$ cat config.mk
export PLATFORM = sky130hd
export DESIGN_NAME = payload_engine_sched_flat
export DESIGN_NICKNAME = d
export VERILOG_FILES = /design/src/rtl/payload_engine_sched_if.sv /design/src/rtl/payload_engine_sched.sv /design/src/flat_wrapper.sv
export SDC_FILE = /design/constraint.sdc
export NUM_CORES = 1
export LEC_CHECK = 0
export ABC_AREA = 1
export CORE_ASPECT_RATIO = 1.4
export CORE_UTILIZATION = 50
export CTS_BUF_LIST = sky130_fd_sc_hd__clkbuf_4
export CTS_CLUSTER_DIAMETER = 50
export DETAILED_ROUTE_END_ITERATION = 6
export PLACE_DENSITY = 0.87
export RECOVER_POWER = 50
export SYNTH_ARGS = -nofsm -noshare
export SYNTH_HDL_FRONTEND = slang
export SYNTH_SLANG_ARGS = --single-unit
$ cat constraint.sdc
create_clock -name clk -period 3 [get_ports clk]
set_input_delay 0.9 -clock clk [delete_from_list [all_inputs] [get_ports clk]]
set_output_delay 0.9 -clock clk [all_outputs]
set_load 0.02 [all_outputs]
$ cat src/rtl/payload_engine_sched_if.sv
// Byte-stream, engine-array and result-handshake signals of the payload scheduler.
// The scheduler takes the slave side; the stream source, engine array and result sink take the master side.
interface payload_engine_sched_if #(
  parameter int NUM_ENG = 32,
  parameter int LEN_W   = 11
);
  logic [7:0]         s_data;
  logic               s_valid;
  logic               s_last;
  logic               s_ready;
  logic               eng_sod;
  logic               eng_en;
  logic [7:0]         eng_char;
  logic [NUM_ENG-1:0] eng_match;
  logic [NUM_ENG-1:0] m_match;
  logic [LEN_W-1:0]   m_len;
  logic               m_trunc;
  logic               m_valid;
  logic               m_ready;

  modport master (
    output s_data, s_valid, s_last, eng_match, m_ready,
    input  s_ready, eng_sod, eng_en, eng_char, m_match, m_len, m_trunc, m_valid
  );

  modport slave (
    input  s_data, s_valid, s_last, eng_match, m_ready,
    output s_ready, eng_sod, eng_en, eng_char, m_match, m_len, m_trunc, m_valid
  );
endinterface

$ cat src/rtl/payload_engine_sched.sv
// Sequences one packet at a time through the pattern-engine array: clear, stream, drain, report.
// Optional truncation at MAX_LEN bytes is compiled in with PAYLOAD_SCHED_TRUNC_EN.
module payload_engine_sched #(
  parameter int NUM_ENG   = 32,
  parameter int LEN_W     = 11,
  parameter int MAX_LEN   = 1500,
  parameter int DRAIN_CYC = 3
) (
  input logic                    clk,
  input logic                    rst_n,
  payload_engine_sched_if.slave  bus
);

`ifdef PAYLOAD_SCHED_TRUNC_EN
  localparam bit TRUNC = 1'b1;
`else
  localparam bit TRUNC = 1'b0;
`endif

  localparam int               DC_W    = (DRAIN_CYC < 1) ? 1 : $clog2(DRAIN_CYC + 1);
  localparam logic [LEN_W-1:0] LEN_SAT = '1;

  typedef enum logic [2:0] {
    IDLE   = 3'd0,
    CLEAR  = 3'd1,
    STREAM = 3'd2,
    DRAIN  = 3'd3,
    REPORT = 3'd4
  } state_t;

  typedef struct packed {
    logic [NUM_ENG-1:0] match;
    logic [LEN_W-1:0]   len;
    logic               trunc;
  } res_t;

  state_t           state_q, state_d;
  logic [LEN_W-1:0] cnt_q, cnt_d;
  logic [DC_W-1:0]  drn_q, drn_d;
  logic             en_q, en_d;
  logic [7:0]       char_q, char_d;
  logic             disc_q, disc_d;
  res_t             res_q, res_d;

  logic accept, present, discard, ready, sod;

  // Past MAX_LEN (truncation builds only) bytes are swallowed but never shown to the engines.
  assign accept  = (state_q == STREAM) && bus.s_valid;
  assign present = accept && (!TRUNC || (int'(cnt_q) < MAX_LEN));
  assign discard = accept && !present;

  always_comb begin
    state_d = state_q;
    cnt_d   = cnt_q;
    drn_d   = drn_q;
    en_d    = 1'b0;
    char_d  = char_q;
    disc_d  = disc_q;
    res_d   = res_q;
    ready   = 1'b0;
    sod     = 1'b0;
    case (state_q)
      IDLE: begin
        if (bus.s_valid) state_d = CLEAR;
      end
      CLEAR: begin
        sod     = 1'b1;
        cnt_d   = '0;
        disc_d  = 1'b0;
        state_d = STREAM;
      end
      STREAM: begin
        ready = 1'b1;
        if (present) begin
          en_d   = 1'b1;
          char_d = bus.s_data;
          if (cnt_q != LEN_SAT) cnt_d = cnt_q + LEN_W'(1);
        end
        if (discard) disc_d = 1'b1;
        if (accept && bus.s_last) begin
          drn_d   = DC_W'(DRAIN_CYC);
          state_d = DRAIN;
        end
      end
      DRAIN: begin
        // Count covers decoder register, final state flop and end-state flop.
        if (drn_q == '0) begin
          res_d.match = bus.eng_match;
          res_d.len   = cnt_q;
          res_d.trunc = disc_q;
          state_d     = REPORT;
        end else begin
          drn_d = drn_q - DC_W'(1);
        end
      end
      REPORT: begin
        if (bus.m_ready) state_d = IDLE;
      end
      default: state_d = IDLE;
    endcase
  end

  always_ff @(posedge clk or negedge rst_n) begin
    if (!rst_n) begin
      state_q <= IDLE;
      cnt_q   <= '0;
      drn_q   <= '0;
      en_q    <= 1'b0;
      char_q  <= '0;
      disc_q  <= 1'b0;
      res_q   <= '0;
    end else begin
      state_q <= state_d;
      cnt_q   <= cnt_d;
      drn_q   <= drn_d;
      en_q    <= en_d;
      char_q  <= char_d;
      disc_q  <= disc_d;
      res_q   <= res_d;
    end
  end

  assign bus.s_ready  = ready;
  assign bus.eng_sod  = sod;
  assign bus.eng_en   = en_q;
  assign bus.eng_char = char_q;
  assign bus.m_match  = res_q.match;
  assign bus.m_len    = res_q.len;
  assign bus.m_trunc  = res_q.trunc;
  assign bus.m_valid  = (state_q == REPORT);

endmodule

$ cat src/flat_wrapper.sv
// flat-port wrapper written by rule: the top's interface ports become plain ports
module payload_engine_sched_flat 
#(
  parameter int NUM_ENG   = 32,
  parameter int LEN_W     = 11,
  parameter int MAX_LEN   = 1500,
  parameter int DRAIN_CYC = 3
)
  (clk, rst_n, bus_s_data, bus_s_valid, bus_s_last, bus_eng_match, bus_m_ready, bus_s_ready, bus_eng_sod, bus_eng_en, bus_eng_char, bus_m_match, bus_m_len, bus_m_trunc, bus_m_valid);
  payload_engine_sched_if #(.NUM_ENG(NUM_ENG), .LEN_W(LEN_W)) bus_i ();
  input logic clk;
  input logic rst_n;
  input wire logic [$bits(bus_i.s_data)-1:0] bus_s_data;
  input wire logic [$bits(bus_i.s_valid)-1:0] bus_s_valid;
  input wire logic [$bits(bus_i.s_last)-1:0] bus_s_last;
  input wire logic [$bits(bus_i.eng_match)-1:0] bus_eng_match;
  input wire logic [$bits(bus_i.m_ready)-1:0] bus_m_ready;
  output wire logic [$bits(bus_i.s_ready)-1:0] bus_s_ready;
  output wire logic [$bits(bus_i.eng_sod)-1:0] bus_eng_sod;
  output wire logic [$bits(bus_i.eng_en)-1:0] bus_eng_en;
  output wire logic [$bits(bus_i.eng_char)-1:0] bus_eng_char;
  output wire logic [$bits(bus_i.m_match)-1:0] bus_m_match;
  output wire logic [$bits(bus_i.m_len)-1:0] bus_m_len;
  output wire logic [$bits(bus_i.m_trunc)-1:0] bus_m_trunc;
  output wire logic [$bits(bus_i.m_valid)-1:0] bus_m_valid;
  assign bus_i.s_data = bus_s_data;
  assign bus_i.s_valid = bus_s_valid;
  assign bus_i.s_last = bus_s_last;
  assign bus_i.eng_match = bus_eng_match;
  assign bus_i.m_ready = bus_m_ready;
  assign bus_s_ready = bus_i.s_ready;
  assign bus_eng_sod = bus_i.eng_sod;
  assign bus_eng_en = bus_i.eng_en;
  assign bus_eng_char = bus_i.eng_char;
  assign bus_m_match = bus_i.m_match;
  assign bus_m_len = bus_i.m_len;
  assign bus_m_trunc = bus_i.m_trunc;
  assign bus_m_valid = bus_i.m_valid;
  payload_engine_sched #(.NUM_ENG(NUM_ENG), .LEN_W(LEN_W), .MAX_LEN(MAX_LEN), .DRAIN_CYC(DRAIN_CYC)) u_core (.clk(clk), .rst_n(rst_n), .bus(bus_i));
endmodule
==> run summary <==
Root Driver: clkbuf_4
Core box area: 5610 um^2
Die area: 6210 um^2
Yosys top cell area share: 0.578
Status: finished with violations
Most area-consuming cells after synthesis: dfrtp_1 58%, nand2_1 23%, o21ai_2 3.3%, inv_1 3.1%, nand3_1 2.4%
CP startpoint kind: register
TritonCTS Sinks: 68
Total gr overflow: 0
Final #Nets: 504
Slew of the pin with the lowest slew margin: 1.72 ns
WS Path Type: register to primary output
Final Core Density: 0.726
Drt first-iter violations: 163
Worst hold-check path type: register to register
Die Span X: 66.9 um
Routed length per placed instance: 13.0 um
Seq pwr share: 0.386
Fillcell total: 461
Largest net degree at the start of global routing: 35
Critical path's slowest cell: clkdlybuf4s50_1
Post-CTS setup buffers: 0
Largest fanout on the critical path: 8
Fmax achieved: 352 MHz
Synthesis Warnings: 0
Max VDD drop: 0.554 mV
Synth cell types: 24
H-tree levels: 3
Avg Cell Area, Syn: 8.39 um^2
Clock-pin slew on the worst setup and hold paths: 0.10 ns
Most frequent cell on the critical path: inv_1
Port bufs: 99
GRT Util Overall: 0.246
Worst Skew: 0.0147 ns
Area growth, synth to finish: 38.1%
Arrival @ worst endpoint: 1.94 ns
Remaining DRCs: 0
Die Y: 92.8 um
DR vias: 2608
Hold_ws: 0.480 ns
Routed Antenna Nets: 0
Final hold vios: 0
P_leak: 1.99 nW
Switching share of power: 0.398
Yosys reg bits: 68
Sequential share of the synthesized area: 0.578
Power share of the combinational group: 0.467
Post-DR vias/cell: 4.93
DP HPWL: 5.15 mm
Vias in the first global route: 2564
First-pass GRT wire length: 11.2 mm
Io pins: 101
Hold-fix buffers, CTS: 0
Layout cells sized above 1: 0.0629
Tmin final: 2.84 ns
Final period util: 0.948
Antenna Cells: 0
Maxcap violations: 1
Antenna violations before repair: 0
Clock power frac: 0.147
DRT Wirelength: 6.85 mm
Syn Nets: 398
CP Cell Sequence: inv_1 > nand3_1 > inv_1 > clkdlybuf4s50_1
Gpl congestion: 0.963
P per Cell Area: 924 nW/um^2
Synth Cell Area: 2950 um^2
Iteration count of the initial detailed-routing pass: 5
Clock Tree Buf Depth: 2
Final number of max-transition violations: 35
Critical Path RT: 2.10 ns
Internal power: 0.00226 W
CTS Buf Count: 9
CTS tree: done
Net Switching: 0.00150 W
Setup TNS: 0 ns
Cell Rows: 32
Crit path largest cell delay: 0.60 ns
Starting density of the core: 0.525
Final setup viols: 0
CP Capture Type: primary output
Post-CTS Resized: 0
Slew HR: -0.146
Worst-Skew Late Latency: 0.41 ns
Cells after Synth: 351
Yosys top cell by area: dfrtp_1
RSZ-0062 raised after global routing: false
Failing checks: max-capacitance violations, max-slew violations
[worst max-delay path, delay by kind of cell (launching register included)]
| kind | cells | cell delay (ns) |
|---|---|---|
| buf+inv | 3 | 0.83 |
| flops | 1 | 0.46 |
| simple gates | 1 | 0.26 |
[worst paths after layout]
path / startpoint / to / slack [ns] / depth (start not counted)
worst min register to register: u_core.bus.m_match[12] / u_core.bus.m_match[12] / 0.48 / 2
worst max-delay path: u_core.state_q[1] / bus_eng_sod / 0.16 / 4
worst min-delay path: u_core.bus.m_match[12] / u_core.bus.m_match[12] / 0.48 / 2
min in group asynchronous: rst_n / u_core.bus.m_match[11] / 0.92 / 1
max in group asynchronous: rst_n / u_core.bus.eng_char[7] / 0.87 / 2
worst max register to register: u_core.drn_q[0] / u_core.state_q[1] / 0.64 / 6
[through the flow]
step                cells  worst slack (ns)  instance area, um^2  total power, W
detailed placement    514             0.612                 4000         0.00327
global placement      514             0.669                 4000         0.00320
global route          529            0.0406                 4070         0.00400
CTS                   529             0.153                 4120         0.00382
floorplan             351              1.13                 2950         0.00242
finish                529             0.156                 4070         0.00376
[power by group through the flow]
stage               registers, W  clock network (W)  logic (W)
detailed placement       0.00147                  0    0.00180
global placement         0.00145                  0    0.00175
global route             0.00149           0.000604    0.00191
finish                   0.00145           0.000552    0.00176
CTS                      0.00145           0.000566    0.00181
floorplan                0.00181                  0   0.000612
[cells by family after synthesis]
| group | count (synthesis) | synth area share |
|---|---|---|
| AND/OR/NAND/NOR | 219 | 0.299 |
| XOR/XNOR | 1 | 0.00297 |
| adder cells (fa/ha/maj) | 2 | 0.00849 |
| AO/OA/AOI/OAI | 21 | 0.0497 |
| multiplexers | 1 | 0.00340 |
| other | 1 | 0.00127 |
| flip-flops | 68 | 0.578 |
| buffers and inverters | 38 | 0.0578 |
[cell usage in the layout (no fill, tap or decap), types with 3 or more instances in the layout]
master	netlist	layout
inv_1	24	26
nand2_1	177	177
o21ai_2	11	4
o21ai_0	3	10
nor2_2	3	3
o21ai_1	6	6
nand3_1	14	14
clkinv_2	0	3
nand2_2	3	3
clkdlybuf4s50_1	0	97
nor2_1	16	16
dfrtp_1	68	68
clkbuf_4	0	9
clkbuf_1	0	4
[cell type report]
class | count | area, um^2 | area share
multi-input combinational | 245 | 1040 | 0.255
sequential | 68 | 1700 | 0.418
tap | 68 | 85.1 | 0.0209
timing repair buffer | 106 | 1020 | 0.251
clock buffer | 9 | 67.6 | 0.0166
clock inverter | 6 | 56.3 | 0.0138
inverter | 27 | 101 | 0.0249
[cells in the mapped netlist]
cell type / count
nand2_2: 3
buf_4: 3
nand3_1: 14
a21oi_1: 1
nor2_1: 16
buf_6: 1
buf_2: 7
nor3_1: 1
o21ai_2: 11
nor2_2: 3
o21ai_1: 6
ha_1: 2
nor3b_1: 1
xor2_1: 1
dfrtp_1: 68
conb_1: 1
mux2i_1: 1
nand2_1: 177
and2_1: 1
nand4_1: 2
inv_2: 3
o21ai_0: 3
nor3_4: 1
inv_1: 24
[state kept, by name (all words and copies together) (netlist names)]
| register | count |
|---|---|
| u_core.bus.eng_char | 8 |
| u_core.state_q | 3 |
| u_core.bus.m_match | 32 |
| u_core.cnt_q | 11 |
| u_core.bus.m_len | 11 |
| u_core.bus.eng_en | 1 |
| u_core.drn_q | 2 |
[per-layer routing]
layer  global-route usage  routed length [um]  vias to the layer above
li1                     -                   -                     1286
met1                0.272                2630                     1196
met2                0.411                3590                      103
met3               0.0603                 360                       23
met4                0.154                 272                        0
met5                    0                   0                        -
No activity file was read; power rests on OpenSTA's default activity.
==> edit 1 (same flow settings) <==
Add a define of `PAYLOAD_SCHED_TRUNC_EN`.
--- a/src/rtl/payload_engine_sched.sv
+++ b/src/rtl/payload_engine_sched.sv
@@ -1,5 +1,7 @@
 // Sequences one packet at a time through the pattern-engine array: clear, stream, drain, report.
 // Optional truncation at MAX_LEN bytes is compiled in with PAYLOAD_SCHED_TRUNC_EN.
+`define PAYLOAD_SCHED_TRUNC_EN
+
 module payload_engine_sched #(
   parameter int NUM_ENG   = 32,
   parameter int LEN_W     = 11,
Check against the original RTL: same outputs for any inputs over 10 cycles, from zero or initial values and one cycle with rst_n low; that may be too few to reach the edited logic, so the function may still have changed.
==> edit 1 against the unedited design <==
Sequential cell count grew 2; synthesized area grew 3.7%; clock power shrank 13%; combinational power grew 6%; worst setup slack gained 0.068 ns; power grew 1.9%; sequential share of layout area is essentially flat; routed wire length grew 2.8%; design area grew 3.0%.
==> edit 1: results (changes against the unedited design) <==
Placed Area: 4100 sq um (+2.4%)
Global-route met3 utilization: 0.0459 (-0.0145)
Worst skew pair latency: 0.42 ns
Htree depth: 3 (unchanged)
CP arrival: 1.88 ns (-0.06 ns)
Initial DRC count: 148 (-9.2%)
Mux share of post-synthesis cell area: 0 (-0.00340)
Net Count, Synth: 426 (+7.0%)
Largest net degree at the start of global routing: 40 (+14%)
Worst path max stage delay: 0.62 ns (+0.02 ns)
Met2 usage: 0.401 (-0.00963)
CTS resizes: 0 (unchanged)
Max-cap viol count: 0 (-1)
Slowest cell on the critical path: clkdlybuf4s50_1
Distinct cells, synth: 23 (-4.2%)
Area contributors post-synth: dfrtp_1 57%, nand2_1 25%, nand3_1 3.4%, inv_1 2.5%, nor2_1 2.2%
Worst Max-Slew Pin Slew: 1.38 ns (-0.338 ns)
Pleak: 0.00209 uW (+5.3%)
CTS max path bufs: 2 (unchanged)
Reg2Reg Depth: 9 (+3)
Initial antenna violation count: 1 (+1)
Placed cells: 540 (+5.1%)
Compound-Gate Fraction of Synth Area: 0.0315 (-0.0182)
Final WL: 7.05 mm (+2.8%)
Number of port buffers: 100 (+1.0%)
Detailed-placement wirelength estimate: 5.09 mm (-1.1%)
Non-Filler Instances: 557 (+5.3%)
Share of power burned in registers: 0.388 (+0.002)
First-pass GRT wire length: 11.4 mm (+1.2%)
Critical path fanouts, max: 8 (unchanged)
Router iterations before antenna repair: 4 (-1)
Synth Area in XOR/XNOR: 0 (-0.00297)
Fin crit share: 0.925 (-0.0227)
Psw: 1570 uW (+4.8%)
Max Clock Skew: 0.0212 ns (+0.00651 ns)
Grt met1 use: 0.283 (+0.0111)
Crit path max-delay family: buffers and inverters
Worst slack, placed: 0.638 ns (+0.0259 ns)
Vias in the first global route: 2537 (-1.1%)
Worst vdd ir: 519 uV (-6.3%)
Adder-Cell Fraction of Synth Area: 0.00819 (-0.000306)
Via count: 2718 (+4.2%)
GR Util All Layers: 0.239 (-0.00637)
Sequential fraction of the synthesis area: 0.573 (-0.00444)
Syn. warnings: 0 (unchanged)
Clock slew at reported path FFs: 0.11 ns
Synth cell count leaders: 200 x nand2_1, 70 x dfrtp_1, 21 x nand3_1, 20 x inv_1, 18 x nor2_1
Hold Path Depth: 2 (unchanged)
Placer Congestion: 0.886 (-8.0%)
Nets: 528 (+4.8%)
Cell Int Power: 2260 uW (about the same)
Layout cells sized above 1: 0.0514 (-0.0115)
Status: completed
Clk network pwr share: 0.126 (-0.021)
CTS Root Cell: clkbuf_4
Avg Cell Area, Syn: 8.06 sq um (-3.9%)
Setup bufs post-CTS: 0 (unchanged)
edit 1: changes by cell type after synthesis, sizes merged, moves of 2 or more:
| cell | unedited run | this run |
|---|---|---|
| a21oi | 1 | 5 |
| clkbuf | 0 | 4 |
| dfrtp | 68 | 70 |
| inv | 27 | 22 |
| nand2 | 180 | 204 |
| nand3 | 14 | 22 |
| nor2 | 19 | 21 |
| o21ai | 20 | 11 |
edit 1: cell type report:
type	instances	area (sq um)
Clock buffer	10	75.1
Timing Repair Buffer	106	1030
Clock inverter	6	28.8
Fill cell	494	1670
Multi-Input combinational cell	272	1130
Sequential cell	70	1750
Tap cell	70	87.6
Antenna cell	1	2.50
Inverter	22	82.6
edit 1: worst paths after layout:
kind                                                     from                                 end  slack (ns)
setup / recovery                u_core.state_q[0]$_DFFE_PN0P_                         bus_s_ready        0.22
hold / removal             u_core.bus.m_match[12]$_DFFE_PN0P_  u_core.bus.m_match[12]$_DFFE_PN0P_        0.48
setup reg to reg                  u_core.drn_q[0]$_DFFE_PN0P_         u_core.drn_q[0]$_DFFE_PN0P_        0.97
hold reg to reg            u_core.bus.m_match[12]$_DFFE_PN0P_  u_core.bus.m_match[12]$_DFFE_PN0P_        0.48
max in group asynchronous                               rst_n       u_core.state_q[1]$_DFFE_PN0P_        0.53
min in group asynchronous                               rst_n     u_core.bus.m_len[5]$_DFFE_PN0P_        0.65
edit 1: per-layer routing:
| metal | up-vias | wire, microns | share of wire |
|---|---|---|---|
| li1 | 1367 | - | - |
| met1 | 1261 | 2930 | 0.42 |
| met2 | 75 | 3610 | 0.51 |
| met3 | 15 | 296 | 0.042 |
| met4 | 0 | 200 | 0.028 |
| met5 | - | 0 | 0 |
==> edit 2 (same settings) <==
Made on the original files. The 5 states of `state_t` get a one-hot encoding in 5 bits.
--- a/src/rtl/payload_engine_sched.sv
+++ b/src/rtl/payload_engine_sched.sv
@@ -20,12 +20,12 @@
   localparam int               DC_W    = (DRAIN_CYC < 1) ? 1 : $clog2(DRAIN_CYC + 1);
   localparam logic [LEN_W-1:0] LEN_SAT = '1;
 
-  typedef enum logic [2:0] {
-    IDLE   = 3'd0,
-    CLEAR  = 3'd1,
-    STREAM = 3'd2,
-    DRAIN  = 3'd3,
-    REPORT = 3'd4
+  typedef enum logic [4:0] {
+    IDLE   = 5'b00001,
+    CLEAR  = 5'b00010,
+    STREAM = 5'b00100,
+    DRAIN  = 5'b01000,
+    REPORT = 5'b10000
   } state_t;
 
   typedef struct packed {
Formal check against the unedited RTL: same outputs for any inputs over 10 cycles, from zero or initial values and one cycle with rst_n low; not proved beyond that.
==> edit 2 against the unedited design <==
The flow still finishes with violations (max-capacitance violations, max-slew violations); non-clock buffer count fell by 1; sequential cell count up 2; worst setup slack better by 0.0043 ns; power shrank 28%; routed wire length grew 9.3%; sequential power fell by 17%; design area rose by 4.7%; core utilization decreased by 0.96 points; largest cell class unchanged; synthesized area up 6.0%; via count increased by 9.9%.
==> edit 2: results (changes against the unedited design) <==
Placer Congestion: 0.832 (-14%)
Status: finished with violations
Critical path fanouts, max: 4 (-4)
Count of pins over their slew limit: 71 (+100%)
Router iterations before antenna repair: 4 (-1)
Placed Area: 4170 sq um (+4.1%)
Distinct cells, synth: 27 (+13%)
Compound-Gate Fraction of Synth Area: 0.0253 (-0.0245)
Htree depth: 3 (unchanged)
Initial DRC count: 212 (+30%)
Failing checks: max-capacitance violations, max-slew violations
Ant diodes: 0 (unchanged)
Mux share of post-synthesis cell area: 0 (-0.00340)
Max Clock Skew: 0.0190 ns (+0.00433 ns)
Ys async rst share: 1.00 (unchanged)
Worst skew pair latency: 0.42 ns
Synth cell count leaders: 161 x nand2_1, 69 x dfrtp_1, 58 x nand3_1, 19 x nor2_1, 18 x inv_1
Pleak: 0.00201 uW (+0.89%)
Detailed-placement wirelength estimate: 5.05 mm (-1.8%)
Number of port buffers: 99 (unchanged)
Num CTS Buffers: 9 (unchanged)
Nets: 525 (+4.2%)
Crit path max-delay family: buffers and inverters
Vias in the first global route: 2480 (-3.3%)
Met2 usage: 0.381 (-0.0301)
Final WL: 7.49 mm (+9.3%)
DR vias/cell: 5.18 (+5.1%)
Worst path max stage delay: 0.60 ns (about the same)
GR Util All Layers: 0.239 (-0.00686)
CTS Root Cell: clkbuf_4
Worst vdd ir: 454 uV (-18%)
Max-cap viol count: 1 (unchanged)
Area contributors post-synth: dfrtp_1 55%, nand2_1 19%, nand3_1 9.3%, nor2_1 2.3%, inv_1 2.2%
Hold Crit Start: u_core.bus.m_match[8]$_DFFE_PN0P_
Sequential fraction of the synthesis area: 0.562 (-0.0162)
Syn. warnings: 0 (unchanged)
Layout cells sized above 1: 0.0683 (+0.00542)
Largest net degree at the start of global routing: 71 (+100%)
Adder-Cell Fraction of Synth Area: 0.00802 (-0.000480)
Slew margin rel.: -0.116 (+0.0292)
Setup bufs post-CTS: 0 (unchanged)
Fillers: 471 (+2.2%)
First-pass GRT wire length: 11.4 mm (+2.1%)
Grt met1 use: 0.294 (+0.0225)
Initial antenna violation count: 0 (unchanged)
Worst R2R Start: u_core.state_q[1]$_DFFE_PN0P_
Worst slack, placed: 0.602 ns (-0.00969 ns)
Net Count, Synth: 426 (+7.0%)
Synth Area in XOR/XNOR: 0 (-0.00297)
Ys flop type: dfrtp_1
Global-route met3 utilization: 0.0837 (+0.0234)
Crit path from: u_core.state_q[2]$_DFFE_PN0P_
## edit 2: kinds of logic after synthesis
| logic type | after synthesis |
|---|---|
| DFF | 70 |
| AOI/OAI and AO/OA | 15 |
| buffers and inverters | 38 |
| adders and majority gates | 2 |
| and+or+nand+nor | 253 |
| other | 1 |
## edit 2: final timing paths
check                                                          end  cells past startpoint  slack, ns
max in group asynchronous       u_core.bus.eng_char[5]$_DFFE_PN0P_                      2       1.00
worst max register to register        u_core.cnt_q[10]$_DFFE_PN0P_                     10       0.44
worst min register to register   u_core.bus.m_match[8]$_DFFE_PN0P_                      2       0.48
worst min-delay path             u_core.bus.m_match[8]$_DFFE_PN0P_                      2       0.48
min in group asynchronous       u_core.bus.m_match[24]$_DFFE_PN0P_                      2       0.98
worst max-delay path                                   bus_eng_sod                      4       0.16
## edit 2: worst reg2reg max path: cells and delay by family, from the launching register on
family                 cells  cell delay, ns
buffers and inverters      2            0.83
flip-flops                 1            0.43
AND/OR/NAND/NOR            8            1.23
## edit 2: stage by stage
stage | power, uW | instances
floorplan | 1720 | 379
global placement | 2120 | 537
detailed placement | 2150 | 537
CTS | 2740 | 553
global route | 2870 | 553
finish | 2710 | 553
## edit 2: layout make-up
type                       count  area (sq um)  area share
multi-input combinational    271          1180       0.277
tap                           70          87.6      0.0206
clock inverter                 6          62.6      0.0147
inverter                      21          80.1      0.0188
timing repair buffer         105          1020       0.240
sequential                    70          1750       0.412
clock buffer                  10          75.1      0.0176
## edit 2: power breakdown
part           total (uW)  internal, uW  switching, uW
Clock                 598           260            337
Combinational         905           383            522
Sequential           1200          1100            102
## edit 2: metal layers
layer,share of wire,vias to the layer above
met4,0.017,0
li1,-,1398
met2,0.48,104
met5,0,-
met3,0.088,10
met1,0.41,1353
